<file path="config.mk">
export PLATFORM = sky130hd
export DESIGN_NAME = hart_bus_arbiter
export DESIGN_NICKNAME = d
export VERILOG_FILES = /design/src/rtl/hart_bus_arbiter.sv
export SDC_FILE = /design/constraint.sdc
export NUM_CORES = 1
export LEC_CHECK = 0
export ABC_AREA = 1
export CORE_MARGIN = 4
export CORE_UTILIZATION = 37
export CTS_BUF_LIST = sky130_fd_sc_hd__clkbuf_8
export CTS_CLUSTER_SIZE = 25
export DETAILED_ROUTE_END_ITERATION = 10
export PLACE_DENSITY = 0.8
export SKIP_LAST_GASP = 1
export SLEW_MARGIN = 25
export SYNTH_ARGS = -nofsm -noshare
export SYNTH_HDL_FRONTEND = slang
export SYNTH_SLANG_ARGS = --single-unit
</file>
<file path="constraint.sdc">
create_clock -name CLK -period 1.4 [get_ports CLK]
set_input_delay 0.35 -clock CLK [delete_from_list [all_inputs] [get_ports CLK]]
set_output_delay 0.35 -clock CLK [all_outputs]
set_load 0.05 [all_outputs]
</file>
<file path="src/rtl/hart_bus_arbiter.sv">
// Round-robin arbiter muxing NUM_HARTS request ports onto one bus; optional lock via HART_BUS_LOCK_EN.
// Latency: request seen in IDLE -> bus strobe next cycle; completion reported combinationally from bus_busy.
// Backpressure: bus_busy high stalls the granted hart (req_busy high); other harts wait in arbitration.
module hart_bus_arbiter #(
    parameter int NUM_HARTS = 2,
    parameter int LOCK_MAX  = 16
) (
    input  logic                                         CLK,
    input  logic                                         nRST,
    input  logic [NUM_HARTS-1:0]                         req_ren,
    input  logic [NUM_HARTS-1:0]                         req_wen,
    input  logic [NUM_HARTS*32-1:0]                      req_addr,
    input  logic [NUM_HARTS*32-1:0]                      req_wdata,
    input  logic [NUM_HARTS*4-1:0]                       req_byte_en,
    input  logic [NUM_HARTS-1:0]                         req_abort,
`ifdef HART_BUS_LOCK_EN
    input  logic [NUM_HARTS-1:0]                         req_lock,
`endif
    output logic [NUM_HARTS-1:0]                         req_busy,
    output logic [31:0]                                  req_rdata,
    output logic                                         bus_ren,
    output logic                                         bus_wen,
    output logic [31:0]                                  bus_addr,
    output logic [31:0]                                  bus_wdata,
    output logic [3:0]                                   bus_byte_en,
    input  logic [31:0]                                  bus_rdata,
    input  logic                                         bus_busy,
    output logic [(NUM_HARTS > 1 ? $clog2(NUM_HARTS) : 1)-1:0] grant_id
);

    localparam int GW = (NUM_HARTS > 1) ? $clog2(NUM_HARTS) : 1;

    if (NUM_HARTS < 1 || NUM_HARTS > 8 || LOCK_MAX < 1) begin : g_bad_cfg
        $error("hart_bus_arbiter: unsupported NUM_HARTS or LOCK_MAX");
    end

    typedef enum logic {
        IDLE = 1'b0,
        BUSY = 1'b1
    } state_t;

    state_t          state_q, state_d;
    logic [GW-1:0]   rr_ptr_q, rr_ptr_d;
    logic [GW-1:0]   grant_q, grant_d;
    logic            lat_ren_q, lat_ren_d;
    logic            lat_wen_q, lat_wen_d;
    logic [31:0]     lat_addr_q, lat_addr_d;
    logic [31:0]     lat_wdata_q, lat_wdata_d;
    logic [3:0]      lat_be_q, lat_be_d;
    logic [31:0]     rdata_q, rdata_d;

`ifdef HART_BUS_LOCK_EN
    localparam int CW = $clog2(LOCK_MAX + 1);
    logic [CW-1:0]   lock_cnt_q, lock_cnt_d;
`endif

    logic [NUM_HARTS-1:0] eligible;
    logic                 win_vld;
    logic [GW-1:0]        win_idx;
    logic [GW-1:0]        rot_ptr;
    logic                 done;

    assign eligible = (req_ren | req_wen) & ~req_abort;

    // Completion is suppressed while reset is asserted so an abandoned transfer never pulses req_busy.
    assign done = (state_q == BUSY) && !bus_busy && nRST;

    // First eligible hart at or after rr_ptr, wrapping.
    always_comb begin
        int unsigned idx;
        idx     = 0;
        win_vld = 1'b0;
        win_idx = '0;
        for (int k = 0; k < NUM_HARTS; k++) begin
            idx = int'(rr_ptr_q) + k;
            if (idx >= NUM_HARTS) begin
                idx = idx - NUM_HARTS;
            end
            if (!win_vld && eligible[idx]) begin
                win_vld = 1'b1;
                win_idx = GW'(idx);
            end
        end
    end

    always_comb begin
        if (int'(grant_q) >= NUM_HARTS - 1) begin
            rot_ptr = '0;
        end else begin
            rot_ptr = grant_q + 1'b1;
        end
    end

    always_comb begin
        state_d     = state_q;
        rr_ptr_d    = rr_ptr_q;
        grant_d     = grant_q;
        lat_ren_d   = lat_ren_q;
        lat_wen_d   = lat_wen_q;
        lat_addr_d  = lat_addr_q;
        lat_wdata_d = lat_wdata_q;
        lat_be_d    = lat_be_q;
        rdata_d     = rdata_q;
`ifdef HART_BUS_LOCK_EN
        lock_cnt_d  = lock_cnt_q;
`endif
        case (state_q)
            IDLE: begin
                if (win_vld) begin
                    state_d     = BUSY;
                    grant_d     = win_idx;
                    // Read+write together is issued as a write.
                    lat_wen_d   = req_wen[win_idx];
                    lat_ren_d   = req_ren[win_idx] & ~req_wen[win_idx];
                    lat_addr_d  = req_addr[int'(win_idx)*32 +: 32];
                    lat_wdata_d = req_wdata[int'(win_idx)*32 +: 32];
                    lat_be_d    = req_byte_en[int'(win_idx)*4 +: 4];
                end
            end
            BUSY: begin
                if (!bus_busy) begin
                    state_d  = IDLE;
                    rdata_d  = bus_rdata;
`ifdef HART_BUS_LOCK_EN
                    if (req_lock[grant_q] && int'(lock_cnt_q) < LOCK_MAX - 1) begin
                        rr_ptr_d   = grant_q;
                        lock_cnt_d = lock_cnt_q + 1'b1;
                    end else begin
                        rr_ptr_d   = rot_ptr;
                        lock_cnt_d = '0;
                    end
`else
                    rr_ptr_d = rot_ptr;
`endif
                end
            end
            default: state_d = IDLE;
        endcase
    end

    always_ff @(posedge CLK) begin
        if (!nRST) begin
            state_q     <= IDLE;
            rr_ptr_q    <= '0;
            grant_q     <= '0;
            lat_ren_q   <= 1'b0;
            lat_wen_q   <= 1'b0;
            lat_addr_q  <= '0;
            lat_wdata_q <= '0;
            lat_be_q    <= '0;
            rdata_q     <= '0;
`ifdef HART_BUS_LOCK_EN
            lock_cnt_q  <= '0;
`endif
        end else begin
            state_q     <= state_d;
            rr_ptr_q    <= rr_ptr_d;
            grant_q     <= grant_d;
            lat_ren_q   <= lat_ren_d;
            lat_wen_q   <= lat_wen_d;
            lat_addr_q  <= lat_addr_d;
            lat_wdata_q <= lat_wdata_d;
            lat_be_q    <= lat_be_d;
            rdata_q     <= rdata_d;
`ifdef HART_BUS_LOCK_EN
            lock_cnt_q  <= lock_cnt_d;
`endif
        end
    end

    always_comb begin
        req_busy = '1;
        if (done) begin
            req_busy[grant_q] = 1'b0;
        end
    end

    assign req_rdata   = done ? bus_rdata : rdata_q;
    assign bus_ren     = (state_q == BUSY) && lat_ren_q;
    assign bus_wen     = (state_q == BUSY) && lat_wen_q;
    assign bus_addr    = lat_addr_q;
    assign bus_wdata   = lat_wdata_q;
    assign bus_byte_en = lat_be_q;
    assign grant_id    = grant_q;

endmodule
</file>
==> flow_summary.json, run 1 <==
{
  "run_status": "finished, violations left",
  "violations_in_the_final_reports": "negative setup slack",
  "fp.dieArea_um2": 16100,
  "timing.final.setup_violations": 65,
  "seqCellArea_um2": 2100,
  "async_flop_share_pct": 0,
  "vias": 6704,
  "classification_of_the_worst_setup_path": "register to primary output",
  "syn-mean-instance-area_um2": 6.49,
  "fin_crit_ns": 2.18,
  "ys_ff_latch": 105,
  "detail_route.vias_per_cell": 5.05,
  "final.setup.worst_slack_ns": -0.778,
  "detail_route.wl_per_cell_um": 19.4,
  "vdd.ir_drop.worst_mv": 0.541,
  "startpoint_type": "register",
  "kind_of_end_point_of_the_critical_path": "primary output",
  "worstSkewPairLatency_ns": 0.37,
  "grt_first_pass_wirelength_um": 35100,
  "final.fill_count": 758,
  "yosys.cell_types.count": 20,
  "globalRouteOverflowTotal": 0,
  "groute.usage.overall_pct": 27.7,
  "worst-endpoint-required_ns": 1.05,
  "finalWirelength_um": 25800,
  "number_of_antenna_violations_at_the_first_check_in_global_routing": 4,
  "final_antenna_net_count": 0,
  "worstPathMaxFanout": 5,
  "synth_enable_flop_cells": 0,
  "fp.dieH_um": 127,
  "critPathMaxStageDelay_ns": 0.35,
  "achievable-frequency_mhz": 459,
  "critical-path-top-cell-by-count": "buf_12",
  "clock_tree.htree_level_count": 3,
  "multiInputGateArea_um2": 2950,
  "power_density_nw_per_um2": 841,
  "die-width_um": 127,
  "final_layout_size_suffix_gt1_share_pct": 29.1,
  "cts_root_buffer": "clkbuf_8",
  "drv_slew": 0,
  "gp_routability_congestion": 0.885,
  "layout-area-overhead-vs-synth_pct": 121,
  "maxSlewHeadroom_pct": 73.0,
  "grt_start_max_net_pins": 57,
  "hold_viol_final": 0,
  "grt_pass1_vias": 6601,
  "io_pins": 282,
  "drtIter0Drc": 353,
  "fin_hold_ws_ns": 0.460,
  "drcViolationCount": 0,
  "clkSlewWorstSetupHoldPaths_ns": 0.10,
  "start_util_pct": 37.7,
  "numPortBuffers": 281,
  "synthDominantCellAreaShare_pct": 40.3,
  "design.final.nets": 1315,
  "syn-num-nets": 981,
  "cts_inserted_buffers": 9,
  "grt_setup_unrepaired": "yes",
  "synth_commonest_cells": "inv_1, nand2_1, nand3_1",
  "place.detailed.hpwl_um": 14800,
  "critical-path-slowest-cell": "dfxtp_2",
  "yosysTopAreaCell": "dfxtp_1",
  "row_count": 43,
  "dp_slack_ns": -0.762,
  "fin_worst_skew_ns": 0.0168,
  "cap_violations": 0,
  "synth_sequential_area_ratio_pct": 40.3,
  "path_type_of_the_worst_min_delay_path": "primary input to register",
  "tritoncts_clock_tree": "built",
  "critical_path_arrival_ns": 1.83,
  "core_area_um2": 13800,
  "drt_pass1_iterations": 5,
  "path_buf_inv": 6,
  "cell_leakage_power_nw": 5.28,
  "yosysWarningCount": 0,
  "post_synth_instance_area_um2": 5220,
  "worst_slew_pin_slew_ns": 0.405,
  "syn-instance-count": 804,
  "dominant_delay_contributor_by_cell_family_on_the_critical_path": "buffers and inverters",
  "ys.flop_type": "dfxtp_1",
  "synth_area_leaders": "dfxtp_1, nand3_1, inv_1",
  "ctsLongestPathBuffers": 2,
  "numClockSinks": 105,
  "cp_cell_sequence": "inv_2 > nor2_4 > inv_2 > nor2_4 > buf_12 > buf_12 > buf_12 > nand2_8 > o21ai_4 > buf_12",
  "post-route-period-util_pct": 156
}
## tightest hold or removal path: stages
cell	delay [ns]
dlygate4sd2_1	0.24
nand2_2	0.07
nand3_1	0.07
a21oi_1	0.05
## stage by stage
step | power, W | TNS (ns) | utilization [%] | std cells | cell area (µm²)
2_1_floorplan | 0.00525 | -3.56 | - | 804 | 5710
3_3_place_gp | 0.00719 | -73.15 | 71.6 | 1252 | 9890
3_5_place_dp | 0.00724 | -75.47 | 71.6 | 1252 | 9890
4_1_cts | 0.00936 | -26.98 | 79.2 | 1308 | 11000
5_1_grt | 0.0100 | -29.26 | 83.3 | 1326 | 11500
6_report | 0.00968 | -24.55 | 83.3 | 1327 | 11500
## kinds of logic after synthesis
kind of cell	Yosys count	synth area share (%)
AO/OA/AOI/OAI	138	13.3
AND/OR/NAND/NOR	328	27.4
flip-flops	105	40.3
buffers and inverters	233	19.1
## layout make-up
class,count,share of cell area (%)
multi-input cells,466,25.7
clock buffers,11,1.31
diodes,4,0.0869
inverters,181,6.01
clock inverters,5,0.206
well taps,180,1.96
repair buffers,374,46.4
repair inverters,1,0.0761
flip-flops and latches,105,18.3
## sequential cells by signal, summed over array words and instances, names as in the netlist
signal	count
bus_addr	32
bus_wdata	32
rdata_q	32
bus_byte_en	4
grant_id	1
lat_ren_q	1
lat_wen_q	1
rr_ptr_q	1
state_q	1
## layout by cell type (no fill, tap or decap), types with 8 or more instances in the layout
cell,synthesis,final
nand2_8,0,8
nand3_1,138,135
nand2_2,3,11
inv_1,177,174
buf_6,11,28
buf_4,3,19
dfxtp_1,105,103
nand2_1,177,136
o21ai_4,0,32
buf_12,0,125
buf_16,0,9
o21ai_1,1,12
o21ai_2,0,13
a21oi_2,0,11
inv_2,3,9
a21oi_1,70,59
o21ai_0,66,10
clkbuf_8,0,11
nand2_4,0,25
clkdlybuf4s50_1,0,170
## metal layers
metal / share of wire (%) / track usage [%] / vias up / wire length (µm)
li1: - / - / 3161 / -
met1: 33 / 28.2 / 3109 / 8600
met2: 52 / 50.7 / 350 / 13300
met3: 9.9 / 9.64 / 82 / 2560
met4: 5.1 / 12.7 / 2 / 1300
met5: 0.047 / 0 / - / 12
## report_power, final
| part | leakage [nW] | switching, W | internal, W |
|---|---|---|---|
| Clock | 0.0992 | 0.00104 | 0.000725 |
| Sequential | 0.863 | 0.000221 | 0.00322 |
| Combinational | 4.31 | 0.00224 | 0.00223 |
## final timing paths
check / startpoint / end / slack, ns / cells after the start
max: state_q / req_rdata[10] / -0.78 / 10
min: req_wen[0] / lat_ren_q / 0.46 / 4
max reg2reg: state_q / rdata_q[9] / -0.18 / 11
min reg2reg: lat_ren_q / lat_ren_q / 0.48 / 2
## timing repair
| item | CTS | global route |
|---|---|---|
| pin swaps | 9 | 11 |
| setup endpoints to repair | 139 | 141 |
| gates cloned | 14 | 10 |
| resized for setup | 76 | 116 |
| hold buffers | 0 | 0 |
| setup buffers | 27 | 14 |
Power figures use the tool's default switching activity.
==> inputs of run 2 (changes only) <==
--- a/config.mk
+++ b/config.mk
@@ -11,6 +11,7 @@
 export CTS_BUF_LIST = sky130_fd_sc_hd__clkbuf_8
 export CTS_CLUSTER_SIZE = 25
 export DETAILED_ROUTE_END_ITERATION = 10
+export GPL_TIMING_DRIVEN = 0
 export PLACE_DENSITY = 0.8
 export SKIP_LAST_GASP = 1
 export SLEW_MARGIN = 25
==> flow_summary.json, run 2 (same netlist as run 1, synthesis figures left out) <==
{
  "clock_tree.htree_level_count": 3,
  "most-common-layout-cells": "inv_1, clkdlybuf4s50_1, nand2_1, nand3_1, dfxtp_1",
  "grt_setup_unrepaired": "yes",
  "cts_root_buffer": "clkbuf_8",
  "kind_of_end_point_of_the_critical_path": "primary output",
  "violations_in_the_final_reports": "negative setup slack",
  "numPortBuffers": 281,
  "final_cells": 1303,
  "placed_cells_incl_taps": 1265,
  "critical-path-slowest-cell": "dfxtp_2",
  "design.final.nets": 1294,
  "run_status": "finished, violations left",
  "layout.cells.most_common": "inv_1",
  "numClockSinks": 105,
  "timing.final.setup_violations": 110,
  "vdd.ir_drop.worst_mv": 0.750,
  "maxSlewHeadroom_pct": 66.7,
  "row_count": 43,
  "core_area_um2": 13800,
  "worstSkewPairLatency_ns": 0.38,
  "design_power_total_w": 0.00891,
  "layout-area-overhead-vs-synth_pct": 77.4,
  "groute.usage.overall_pct": 22.9,
  "final_cell_area_um2": 9260,
  "globalRouteOverflowTotal": 0,
  "path_buf_inv": 5,
  "grt_pass1_vias": 5774,
  "hold_viol_final": 0,
  "classification_of_the_worst_setup_path": "register to primary output",
  "final_layout_size_suffix_gt1_share_pct": 23.2,
  "dominant_delay_contributor_by_cell_family_on_the_critical_path": "buffers and inverters",
  "cp_cell_sequence": "inv_2 > nor2_4 > inv_2 > nor2_4 > buf_12 > clkbuf_16 > nand2_4 > o21ai_4 > buf_6",
  "gp_routability_congestion": 0.941,
  "start_util_pct": 37.7,
  "power_density_nw_per_um2": 962,
  "grt_start_max_net_pins": 20,
  "clkSlewWorstSetupHoldPaths_ns": 0.09,
  "path_type_of_the_worst_min_delay_path": "primary input to register",
  "die-width_um": 127,
  "final_core_utilization_pct": 67.0,
  "place.detailed.hpwl_um": 14600,
  "cell_leakage_power_nw": 4.60,
  "finalWirelength_um": 20300,
  "tritoncts_clock_tree": "built",
  "final_antenna_net_count": 0,
  "cts_inserted_buffers": 9,
  "drtIter0Drc": 257,
  "worst_slew_pin_slew_ns": 0.499,
  "io_pins": 282,
  "number_of_antenna_violations_at_the_first_check_in_global_routing": 1,
  "startpoint_type": "register",
  "worst-endpoint-required_ns": 1.05,
  "grt_first_pass_wirelength_um": 29300,
  "achievable-frequency_mhz": 479,
  "critical_path_arrival_ns": 1.74,
  "critPathMaxStageDelay_ns": 0.35,
  "worstPathMaxFanout": 8,
  "post-route-period-util_pct": 149,
  "fp.dieH_um": 127,
  "fin_worst_skew_ns": 0.00825,
  "drt_pass1_iterations": 5,
  "post_dp_cell_area_um2": 8750,
  "drcViolationCount": 0,
  "detail_route.vias_per_cell": 4.74,
  "fin_crit_ns": 2.09,
  "detail_route.wl_per_cell_um": 15.6,
  "final.fill_count": 1190,
  "cap_violations": 0,
  "fp.dieArea_um2": 16100,
  "postCtsHoldBufs": 0,
  "final.setup.worst_slack_ns": -0.686,
  "vias": 6181,
  "ctsLongestPathBuffers": 2,
  "drv_slew": 0
}
## run 2: changes by cell type in the layout (fill, tap and decap cells not counted), sizes merged, moves of 3 or more
cell / before / now
buf: 188 / 158
bufbuf: 3 / 0
bufinv: 0 / 4
clkbuf: 18 / 29
clkdlybuf4s50: 170 / 174
diode: 4 / 1
dlygate4sd2: 5 / 1
## run 2: path summary, 6_finish.rpt
kind                     to  depth (start not counted)  slack, ns            from
max reg2reg     rdata_q[22]                          9      -0.03         state_q
max           req_rdata[13]                          9      -0.69         state_q
min               lat_wen_q                          3       0.40            nRST
min reg2reg  bus_byte_en[2]                          2       0.46  bus_byte_en[2]
## run 2: tightest hold or removal path, delay by kind of cell
family,cells,cell delay [ns]
AO/OA/AOI/OAI,1,0.08
buffers and inverters,1,0.27
AND/OR/NAND/NOR,1,0.04
## run 2: timing repair
| item | 4_1_cts | 5_1_grt |
|---|---|---|
| gates cloned | 3 | 2 |
| resized for setup | 636 | 47 |
| buffers inserted | 10 | 9 |
| pin swaps | 3 | 2 |
| setup endpoints to repair | 206 | 170 |
## run 2: layout make-up
type | instances | area, µm² | share of cell area, %
Antenna cell | 1 | 2.50 | 0.0270
Buffer | 50 | 393 | 4.24
Clock buffer | 9 | 124 | 1.34
Clock inverter | 7 | 134 | 1.45
Inverter | 181 | 687 | 7.42
Multi-Input combinational cell | 466 | 2750 | 29.7
Sequential cell | 105 | 2100 | 22.7
Tap cell | 180 | 225 | 2.43
Timing Repair Buffer | 304 | 2840 | 30.6
## run 2: where the power goes
group / total (W) / internal [W] / switching [W] / leakage (nW)
logic: 0.00316 / 0.00122 / 0.00193 / 3.61
registers: 0.00333 / 0.00322 / 0.000107 / 0.863
clock network: 0.00242 / 0.00136 / 0.00106 / 0.134
## run 2: per-stage QoR
| step | setup slack [ns] | hold WS [ns] | setup TNS (ns) |
|---|---|---|---|
| detailed placement | -1.44 | 0.455 | -109.96 |
| floorplan | -0.122 | 0.445 | -3.56 |
| global route | -0.799 | 0.393 | -44.86 |
| CTS | -0.740 | 0.378 | -31.22 |
| global placement | -1.43 | 0.451 | -108.64 |
| finish | -0.686 | 0.404 | -31.35 |
## run 2: metal layers
layer	vias to the layer above	routed length, µm	track usage (%)
met5	-	0	0
met4	0	655	7.70
met3	38	1900	9.68
met2	231	10200	40.1
met1	2808	7570	24.8
li1	3104	-	-
==> inputs of run 3 (changes only) <==
--- a/config.mk
+++ b/config.mk
@@ -7,14 +7,13 @@
 export LEC_CHECK = 0
 export ABC_AREA = 1
 export CORE_MARGIN = 4
-export CORE_UTILIZATION = 37
-export CTS_BUF_LIST = sky130_fd_sc_hd__clkbuf_8
+export CORE_UTILIZATION = 36
 export CTS_CLUSTER_SIZE = 25
 export DETAILED_ROUTE_END_ITERATION = 10
 export GPL_TIMING_DRIVEN = 0
-export PLACE_DENSITY = 0.8
+export PLACE_DENSITY = 0.78
+export SETUP_SLACK_MARGIN = 0.02
 export SKIP_LAST_GASP = 1
-export SLEW_MARGIN = 25
 export SYNTH_ARGS = -nofsm -noshare
 export SYNTH_HDL_FRONTEND = slang
 export SYNTH_SLANG_ARGS = --single-unit
==> flow_summary.json, run 3 (same netlist as run 1, synthesis figures left out) <==
{
  "cts_inserted_buffers": 9,
  "fp.dieArea_um2": 16500,
  "start_util_pct": 37.2,
  "worstSkewPairLatency_ns": 0.35,
  "fp.dieH_um": 128,
  "layout.cells.most_common": "inv_1",
  "drv_slew": 0,
  "timing.final.setup_violations": 36,
  "grt_start_max_net_pins": 16,
  "maxSlewHeadroom_pct": 67.7,
  "classification_of_the_worst_setup_path": "register to primary output",
  "worst_slew_pin_slew_ns": 0.485,
  "final_core_utilization_pct": 68.6,
  "post-route-period-util_pct": 147,
  "critical_path_arrival_ns": 1.71,
  "tritoncts_clock_tree": "built",
  "startpoint_type": "register",
  "grt_pass1_vias": 5924,
  "core_area_um2": 14000,
  "achievable-frequency_mhz": 485,
  "hold_path_startpoint": "req_wen[1]",
  "dp_slack_ns": -1.39,
  "drt_pass1_iterations": 5,
  "numPortBuffers": 281,
  "path_type_of_the_worst_min_delay_path": "primary input to register",
  "vias": 6260,
  "finalWirelength_um": 20300,
  "hold_viol_final": 0,
  "most-common-layout-cells": "inv_1, clkdlybuf4s50_1, nand2_1, nand3_1, dfxtp_1",
  "design.final.nets": 1302,
  "numClockSinks": 105,
  "clock_tree.htree_level_count": 3,
  "fin_crit_ns": 2.06,
  "ff2ff_path_depth": 10,
  "critical-path-slowest-cell": "dfxtp_2",
  "detail_route.vias_per_cell": 4.77,
  "globalRouteOverflowTotal": 0,
  "io_pins": 282,
  "drcViolationCount": 0,
  "cts_root_buffer": "clkbuf_16",
  "power_density_nw_per_um2": 943,
  "place.detailed.hpwl_um": 14600,
  "cp_cell_sequence": "inv_2 > nor2_4 > inv_2 > nor2_4 > buf_8 > buf_12 > buf_12 > nand2_4 > o21ai_4 > buf_6",
  "rr_startpoint": "state_q",
  "fin_worst_skew_ns": 0.00888,
  "final_antenna_net_count": 0,
  "critPathMaxStageDelay_ns": 0.34,
  "worstPathMaxFanout": 5,
  "cap_violations": 0,
  "grt_first_pass_wirelength_um": 30300,
  "detail_route.wl_per_cell_um": 15.5,
  "run_status": "finished, violations left",
  "vdd.ir_drop.worst_mv": 0.530,
  "ctsLongestPathBuffers": 2,
  "kind_of_end_point_of_the_critical_path": "primary output",
  "crit_path_start": "state_q",
  "drtIter0Drc": 340,
  "row_count": 43,
  "worst-endpoint-required_ns": 1.05,
  "finalSetupTns_ns": -20.48,
  "gp_routability_congestion": 0.891,
  "groute.usage.overall_pct": 23.1,
  "die-width_um": 128,
  "fin_hold_ws_ns": 0.395,
  "clkSlewWorstSetupHoldPaths_ns": 0.07,
  "final.setup.worst_slack_ns": -0.662,
  "timing.hold.worst_path_depth": 4,
  "grt_setup_unrepaired": "yes",
  "cell_leakage_power_nw": 4.70,
  "violations_in_the_final_reports": "negative setup slack",
  "layout-area-overhead-vs-synth_pct": 84.6,
  "number_of_antenna_violations_at_the_first_check_in_global_routing": 3,
  "final_layout_size_suffix_gt1_share_pct": 26.7
}
run 3: final timing paths:
kind                  end  slack, ns
max          req_rdata[9]      -0.66
min             lat_ren_q       0.40
max reg2reg    rdata_q[7]       0.05
min reg2reg  bus_addr[12]       0.46
run 3: worst max-delay path, delay by kind of cell (launching register included):
family / cells / cell delay (ns)
flops: 1 / 0.34
buf+inv: 6 / 0.67
compound gates: 1 / 0.07
simple gates: 3 / 0.28
run 3: metrics by stage:
stage | cell area [µm²] | total power, W | cells
after global routing | 9630 | 0.00948 | 1311
after floorplan | 5710 | 0.00525 | 804
after detailed placement | 8750 | 0.00652 | 1265
final | 9630 | 0.00909 | 1311
after global placement | 8750 | 0.00650 | 1265
after CTS | 9370 | 0.00903 | 1304
run 3: final cells by class:
type	count	area (µm²)
Fill cell	1173	4410
Timing Repair Buffer	309	2990
Multi-Input combinational cell	467	2820
Sequential cell	105	2100
Inverter	181	699
Buffer	52	519
Clock buffer	13	260
Tap cell	180	225
Clock inverter	3	15.0
Antenna cell	1	2.50
run 3: what timing repair did:
| item | 4_1_cts | 5_1_grt |
|---|---|---|
| pin swaps | 9 | 9 |
| setup buffers | 15 | 11 |
| endpoints found under the setup margin | 206 | 138 |
| gates resized for setup | 702 | 79 |
| hold buffers | 0 | 0 |
| gates cloned | 8 | 2 |
run 3: layer usage:
| metal | wire [µm] | vias to the layer above | track usage (%) |
|---|---|---|---|
| met5 | 16 | - | 0 |
| met4 | 596 | 4 | 8.93 |
| met3 | 2000 | 44 | 7.76 |
| met2 | 10100 | 248 | 40.6 |
| met1 | 7560 | 2832 | 25.7 |
| li1 | - | 3132 | - |
run 3: report_power, final:
part	internal, W	leakage (nW)	switching (W)	total (W)
combinational	0.00136	3.70	0.00199	0.00335
sequential	0.00322	0.863	0.000107	0.00333
clock	0.00130	0.139	0.00111	0.00241
